### config.mk
export PLATFORM = sky130hd
export DESIGN_NAME = oam_dma
export DESIGN_NICKNAME = d
export VERILOG_FILES = /design/src/rtl/oam_dma.sv
export SDC_FILE = /design/constraint.sdc
export NUM_CORES = 1
export LEC_CHECK = 0
export ABC_AREA = 1
export CORE_MARGIN = 3
export CORE_UTILIZATION = 41
export DETAILED_ROUTE_END_ITERATION = 10
export GPL_ROUTABILITY_DRIVEN = 0
export GPL_TIMING_DRIVEN = 0
export HOLD_SLACK_MARGIN = 0.06
export PLACE_DENSITY = 0.82
export RECOVER_POWER = 50
export SYNTH_ARGS = -nofsm -noshare
export SYNTH_HDL_FRONTEND = slang
export SYNTH_SLANG_ARGS = --single-unit
### constraint.sdc
create_clock -name clk -period 1.55 [get_ports clk]
set_input_delay 0.31 -clock clk [delete_from_list [all_inputs] [get_ports clk]]
set_output_delay 0.31 -clock clk [all_outputs]
set_load 0.02 [all_outputs]
### src/rtl/oam_dma.sv
// OAM DMA engine: on a CPU write to the DMA register, halts the CPU and
// copies one 256-byte page from the system bus into the OAM data port,
// alternating read and write cycles aligned to even bus cycles.
module oam_dma #(
  parameter logic [15:0] DMA_REG_ADDR  = 16'h4014,
  parameter logic [15:0] OAM_DATA_ADDR = 16'h2004
) (
  input  logic        clk,
  input  logic        reset_l,
  input  logic [15:0] cpu_addr,
  input  logic [7:0]  cpu_data_out,
  input  logic        cpu_r_w,
  input  logic [7:0]  bus_data_in,
  output logic        cpu_rdy,
  output logic        bus_grant,
  output logic [15:0] bus_addr,
  output logic        bus_r_w,
  output logic [7:0]  bus_data_out,
  output logic        busy,
  output logic        dma_done
);

  typedef enum logic [2:0] {
    IDLE  = 3'd0,
    HALT  = 3'd1,
    ALIGN = 3'd2,
    RD    = 3'd3,
    WR    = 3'd4
  } state_t;

  state_t     state;
  state_t     state_nxt;
  logic       parity;
  logic [7:0] page;
  logic [7:0] index;
  logic [7:0] buffer;
  logic       trigger;
  logic       last_index;

  assign trigger    = (cpu_r_w == 1'b0) && (cpu_addr == DMA_REG_ADDR);
  assign last_index = (index == 8'hFF);

  // Next-state logic; a stalled CPU write in HALT keeps us there, and
  // ALIGN is inserted so that every RD lands on an even cycle.
  always_comb begin
    state_nxt = state;
    case (state)
      IDLE:    if (trigger) state_nxt = HALT;
      HALT:    if (cpu_r_w) state_nxt = parity ? RD : ALIGN;
      ALIGN:   state_nxt = RD;
      RD:      state_nxt = WR;
      WR:      state_nxt = last_index ? IDLE : RD;
      default: state_nxt = IDLE;
    endcase
  end

  // State, cycle parity, transfer page/index and the read buffer.
  always_ff @(posedge clk) begin
    if (!reset_l) begin
      state  <= IDLE;
      parity <= 1'b0;
      page   <= 8'h00;
      index  <= 8'h00;
      buffer <= 8'h00;
    end else begin
      state  <= state_nxt;
      parity <= ~parity;
      if (state == IDLE && trigger) begin
        page  <= cpu_data_out;
        index <= 8'h00;
      end
      if (state == RD) buffer <= bus_data_in;
      // index stays at FF after the last write; it never carries into page
      if (state == WR && !last_index) index <= index + 8'h01;
    end
  end

  // Outputs decoded from state and registers only (no cpu_* feedthrough).
  always_comb begin
    cpu_rdy      = 1'b1;
    bus_grant    = 1'b0;
    bus_addr     = 16'h0000;
    bus_r_w      = 1'b1;
    bus_data_out = 8'h00;
    busy         = 1'b0;
    dma_done     = 1'b0;
    case (state)
      HALT, ALIGN: begin
        cpu_rdy = 1'b0;
        busy    = 1'b1;
      end
      RD: begin
        cpu_rdy   = 1'b0;
        busy      = 1'b1;
        bus_grant = 1'b1;
        bus_addr  = {page, index};
      end
      WR: begin
        cpu_rdy      = 1'b0;
        busy         = 1'b1;
        bus_grant    = 1'b1;
        bus_r_w      = 1'b0;
        bus_addr     = OAM_DATA_ADDR;
        bus_data_out = buffer;
        dma_done     = last_index;
      end
      default: ;
    endcase
  end

endmodule

==> flow_summary.yaml, run 1 <==
timing:
  fin_crit_sh_pct: 119
  worst_pin_slew_ns: 0.446
  final-hold-violation-count: 0
  fin_ws_ns: -0.288
  holdWs_ns: 0.432
  final-max-slew-violation-count: 0
  rsz0062_at_grt: "true"
  min_period_ns: 1.84
  final.setup.tns_ns: -6.81
  finClkSkew_ns: 0.0159
  setup-violations-final: 29
  timing.fmax_mhz: 544
  slew_headroom_pct: 70.3
power_and_ir_drop:
  power.leakage_nw: 1.00
  p_sw_mw: 0.270
  pwr-share-clk_pct: 36.8
  p_comb_share_pct: 9.3
  power_mw: 1.34
  switching_share_pct: 20.2
  p_int_mw: 1.07
  pwr-share-seq_pct: 53.8
  ir_worst_vdd_uv: 461
  power_density_nw_per_um2: 510
cells_and_area:
  fillers: 200
  drive_gt1_share_pct: 36.6
  final_cell_mix: "clkdlybuf4s50_1 (33), inv_1 (31), buf_6 (30)"
  final_core_util_pct: 81.8
  nets: 335
  area_delta_synth_final_pct: 81.2
  antenna_cells: 0
  final_common_cell: "clkdlybuf4s50_1"
grt:
  grt_max_degree: 17
  grt_pass1_wl_um: 7590
  overflow: 0
  grt.met1_usage_pct: 25.7
  gr-usage-met2_pct: 42.2
  first_global_vias: 1631
  antenna_found_initial: 0
  grtUsageMet3_pct: 5.64
  grt_usage_pct: 22.6
  busiest_layer: "met2"
synth:
  synth.distinct_cells: 26
  ys_seq_area_share_pct: 38.8
  synth_nets: 253
  synth_area_leader_cell: "dfxtp_1"
  netlist.area_leader.share_pct: 38.8
  yosys-top-cells-area: "dfxtp_1 (39%), nor2_1 (13%), inv_1 (8.8%)"
  syn_area_um2: 1450
  synth_seq_cells: 28
  synthCells: 217
  ys.warnings.count: 0
  syn_avg_cell_area_um2: 6.67
worst_setup_path:
  cp.required_ns: 1.24
  rrSetupSlack_ns: 0.03
  critPathLaunchType: "flip-flop"
  criticalPathCategory: "reg -> out"
  cp_max_fo: 4
  arrival_ns: 1.53
  critPathCaptureType: "output pin"
routing:
  vias: 1736
  drt-total-wl_um: 5040
  drt_iter0_drc: 80
  dr.pass1.iters: 4
  antenna_left: 0
  drc: 0
  wl_per_cell_um: 14.7
  viasPerCell: 5.08
clock_tree:
  cts_tree: "done"
  clockBufferDepth: 2
  clk_latency_ns: 0.34
  cts-buffers-inserted: 3
  htree_num_levels: 1
  cts.sinks: 28
  root_buffer: "clkbuf_4"
  clk_transition_reported_paths_ns: 0.17
worst_hold_path:
  min_path_type: "reg -> reg"
floorplanning:
  io_pins: 64
  placementRows: 20
  fp.dieArea_um2: 4280
  start_util_pct: 45.2
  core-area_um2: 3200
  die_w_um: 65.4
  dieHeight_um: 65.4
flow_run:
  max_cap_violations: 0
placement:
  portBuffers: 63
  place_hpwl_um: 3050
run_status:
  violations: "negative setup slack"
  status: "complete, but fails checks"
## worst paths after layout
kind | start | end | depth (start not counted)
max | state[0] | dma_done | 7
max reg2reg | state[0] | page[5] | 8
min | parity | parity | 1
min reg2reg | parity | parity | 1
## power by group through the flow
stage / registers (mW) / logic [mW] / clock network, mW
after global routing: 0.720 / 0.133 / 0.532
after CTS: 0.723 / 0.123 / 0.497
after floorplan: 0.738 / 0.0281 / 0
after global placement: 0.738 / 0.119 / 0
final: 0.719 / 0.125 / 0.492
after detailed placement: 0.738 / 0.122 / 0
## worst max-delay path, stage by stage, from the launching register on
cell     delay [ns]
dfxtp_4        0.39
nor2_4         0.12
inv_2          0.07
nor2_4         0.13
buf_6          0.14
nand2_4        0.05
nor3_4         0.17
buf_6          0.14
## Yosys cell counts
master	instances
a21oi_1	17
buf_2	3
buf_6	1
clkbuf_1	3
dfxtp_1	28
ha_1	1
inv_1	34
inv_2	3
inv_4	1
nand2_1	23
nand2_4	1
nand3_1	12
nand3b_1	1
nand4_1	1
nand4_4	1
nor2_1	50
nor2_2	4
nor2_4	2
nor3_1	2
nor3_2	1
nor3b_2	1
o211ai_1	1
o21ai_0	13
o21ai_1	11
o21ai_2	1
or2_4	1
## final cells by class
type	instances	area, µm²	area share (%)
Multi-Input combinational cell	145	958	36.6
Timing Repair Buffer	76	758	28.9
Clock inverter	1	30.0	1.15
Sequential cell	28	572	21.8
Tap cell	44	55.1	2.10
Clock buffer	3	22.5	0.859
Inverter	38	148	5.63
Buffer	7	77.6	2.96
## sequential cells by signal, summed over array words and instances, names as in the netlist
name / flops
parity: 1
state: 3
buffer: 8
page: 8
index: 8
## routing by layer
layer / wire (µm) / part of all wire, % / vias up
li1: - / - / 846
met1: 1820 / 36 / 804
met2: 2770 / 55 / 75
met3: 379 / 7.5 / 11
met4: 71 / 1.4 / 0
met5: 0 / 0 / -
## per-stage QoR
stage                     area [µm²]  std cells  worst slack, ns
after floorplan                 1450        217           0.0406
after global placement          2140        324           -0.544
after detailed placement        2140        324           -0.581
after CTS                       2470        340           -0.273
after global routing            2620        342           -0.360
final                           2620        342           -0.288
## kinds of logic after synthesis
| family | after synthesis | share of synthesized area (%) |
|---|---|---|
| buf+inv | 45 | 12.6 |
| simple gates | 100 | 32.4 |
| compound gates | 43 | 15.3 |
| fa+ha+maj | 1 | 0.865 |
| flops | 28 | 38.8 |
## what timing repair did
item                                   in CTS  in global routing
cloned                                      2                  1
endpoints found under the hold margin       0                  0
buffers inserted                           10                  2
pin swaps                                   7                  9
resized for setup                         217                 37
setup endpoints to repair                  29                 38
hold buffers                                0                  0
(Power assumes the default switching activity.)
==> run 2, diff against run 1 <==
- ABC_AREA: 1 -> not set
- CORE_UTILIZATION: 41 -> 42
==> run 2 against run 1 <==
  * The run still ends with negative setup slack left
  * Clock-buffer cell count unchanged
  * Hold slack better by 0.036 ns
  * First-iteration DRC count up 44%
  * Setup slack better by 0.0044 ns
  * Synthesized cell count down 11%
  * Clock power up 0.8%
  * Combinational power up 120%
  * Sequential share of layout area down 0.23 points
  * Clock skew down 0.012 ns
  * Flip-flop and latch count unchanged
  * Register-to-register slack worse by 0.08 ns
==> flow_summary.yaml, run 2 <==
floorplanning:
  fp.dieArea_um2: 4340
  io_pins: 64
  dieHeight_um: 65.9
  core-area_um2: 3390
  start_util_pct: 44.5
  die_w_um: 65.9
  placementRows: 21
placement:
  portBuffers: 63
  pre_cts_ws_ns: -0.838
  place_hpwl_um: 2970
routing:
  antenna_left: 0
  dr.pass1.iters: 5
  viasPerCell: 5.46
  drt-total-wl_um: 5580
  drc: 0
  drt_iter0_drc: 115
  wl_per_cell_um: 16.9
  vias: 1803
timing:
  timing.fmax_mhz: 545
  finClkSkew_ns: 0.00406
  min_period_ns: 1.83
  fin_ws_ns: -0.284
  final-max-slew-violation-count: 0
  final-hold-violation-count: 0
  slew_headroom_pct: 68.9
  fin_crit_sh_pct: 118
  worst_pin_slew_ns: 0.467
  setup-violations-final: 41
  rsz0062_at_grt: "true"
synth:
  netlist.area_leader.share_pct: 37.2
  synthArstFlopShare_pct: 0
  synth.distinct_cells: 38
  synthCells: 193
  synth_most_common_cell: "nand2_1"
  synthTopCellsByCount: "nand2_1 (42), dfxtp_1 (28), and2_1 (22), nand3_1 (13)"
  synth_area_leader_cell: "dfxtp_1"
  synth_edf_count: 0
  ys_seq_area_share_pct: 37.2
  syn_avg_cell_area_um2: 7.81
  syn_area_um2: 1510
  yosys-top-cells-area: "dfxtp_1 (37%), nand2_1 (10%), and2_1 (9.1%)"
  synth_nets: 229
  ys.warnings.count: 0
  ys.flop_type: "dfxtp_1"
  synth_seq_cells: 28
grt:
  grt_max_degree: 17
  antenna_found_initial: 0
  grt_pass1_wl_um: 7740
  grt_usage_pct: 22.5
  first_global_vias: 1662
  overflow: 0
worst_setup_path:
  startpoint: "state[0]"
  criticalPathCategory: "reg -> out"
  cp-endpoint: "busy"
  r2r_cells: 7
  rrSetupSlack_ns: -0.05
  r2r-end: "index[5]"
  cp_max_fo: 7
  arrival_ns: 1.52
  critPathCaptureType: "output pin"
  critPathLaunchType: "flip-flop"
  cp.required_ns: 1.24
  reg2reg_from: "index[1]"
cells_and_area:
  nets: 321
  final_common_cell: "nand2_1"
  final_core_util_pct: 79.4
  final_cell_mix: "nand2_1 (39), buf_4 (31), clkdlybuf4s50_1 (27)"
  fillers: 204
  area_delta_synth_final_pct: 78.4
  top_regs: "buffer x8, index x8, page x8"
  antenna_cells: 0
  drive_gt1_share_pct: 37.3
clock_tree:
  root_buffer: "clkbuf_4"
  cts_tree: "done"
  holdBufCountCts: 0
  htree_num_levels: 1
  clk_latency_ns: 0.34
  cts-buffers-inserted: 3
  clockBufferDepth: 2
  cts.sinks: 28
  clk_transition_reported_paths_ns: 0.16
run_status:
  status: "complete, but fails checks"
  violations: "negative setup slack"
power_and_ir_drop:
  ir_worst_vdd_uv: 497
  power.leakage_nw: 1.09
  power_density_nw_per_um2: 567
flow_run:
  max_cap_violations: 0
worst_hold_path:
  min_path_type: "reg -> reg"
[run 2: cell types whose count changed in the layout (fill, tap and decap cells not counted), sizes merged, moves of 8 or more]
cell,change
buf,+11
a21oi,-8
nor2,-47
o21ai,-20
mux2i,+9
nand2,+17
and2,+22
inv,-35
[run 2: routing by layer]
layer	track usage [%]	wire length, µm	vias up	share of wire [%]
li1	-	-	845	-
met1	27.9	2200	848	39
met2	37.4	2690	89	48
met3	4.42	438	21	7.9
met4	9.59	244	0	4.4
met5	0	0	-	0
[run 2: per-stage QoR]
step / setup TNS [ns] / hold WS [ns] / instances / area [µm²] / power [mW]
2_1_floorplan: -0.0873 / 0.393 / 193 / 1510 / 0.858
3_3_place_gp: -29.52 / 0.404 / 302 / 2200 / 0.989
3_5_place_dp: -31.13 / 0.428 / 302 / 2200 / 0.993
4_1_cts: -6.07 / 0.449 / 321 / 2520 / 1.49
5_1_grt: -9.44 / 0.492 / 330 / 2690 / 1.57
6_report: -6.70 / 0.468 / 330 / 2690 / 1.53
[run 2: worst max-delay path, cell delays in order, from the launching register on]
cell     delay [ns]
dfxtp_4        0.41
nor2_1         0.22
nor2b_1        0.11
or2b_1         0.26
inv_1          0.07
buf_6          0.11
[run 2: layout make-up]
| class | count | area [µm²] | share of cell area, % |
|---|---|---|---|
| inverter | 3 | 11.3 | 0.419 |
| buffer | 10 | 95.1 | 3.53 |
| multi-input combinational | 151 | 1040 | 38.7 |
| tap | 46 | 57.6 | 2.14 |
| sequential | 28 | 581 | 21.6 |
| clock inverter | 1 | 30.0 | 1.12 |
| timing repair buffer | 88 | 853 | 31.7 |
| clock buffer | 3 | 22.5 | 0.837 |
[run 2: cell families (layout without fill, tap and decap cells)]
kind of cell / count (synthesis) / in the layout / share of synthesized area, %
mux: 9 / 9 / 5.98
simple gates: 115 / 115 / 40.8
buf+inv: 14 / 105 / 4.40
fa+ha+maj: 1 / 1 / 0.830
flops: 28 / 28 / 37.2
compound gates: 26 / 26 / 10.8
[run 2: where the power goes]
| group | internal (mW) | switching, mW | total [mW] |
|---|---|---|---|
| sequential | 0.728 | 0.0216 | 0.750 |
| combinational | 0.157 | 0.122 | 0.279 |
| clock | 0.262 | 0.235 | 0.496 |
[run 2: how the worst min path moves through the flow]
stage	cells after the start	to	slack (ns)	from
2_1_floorplan	1	parity	0.39	parity
3_3_place_gp	1	parity	0.40	parity
3_5_place_dp	1	parity	0.43	parity
4_1_cts	1	parity	0.45	parity
5_1_grt	2	page[4]	0.49	page[4]
6_report	2	page[0]	0.47	page[0]
[run 2: repair_timing]
action	4_1_cts	5_1_grt
hold endpoints to repair	0	0
pin swaps	16	19
endpoints found under the setup margin	46	46
cloned	2	1
setup buffers	14	10
resized for setup	208	32
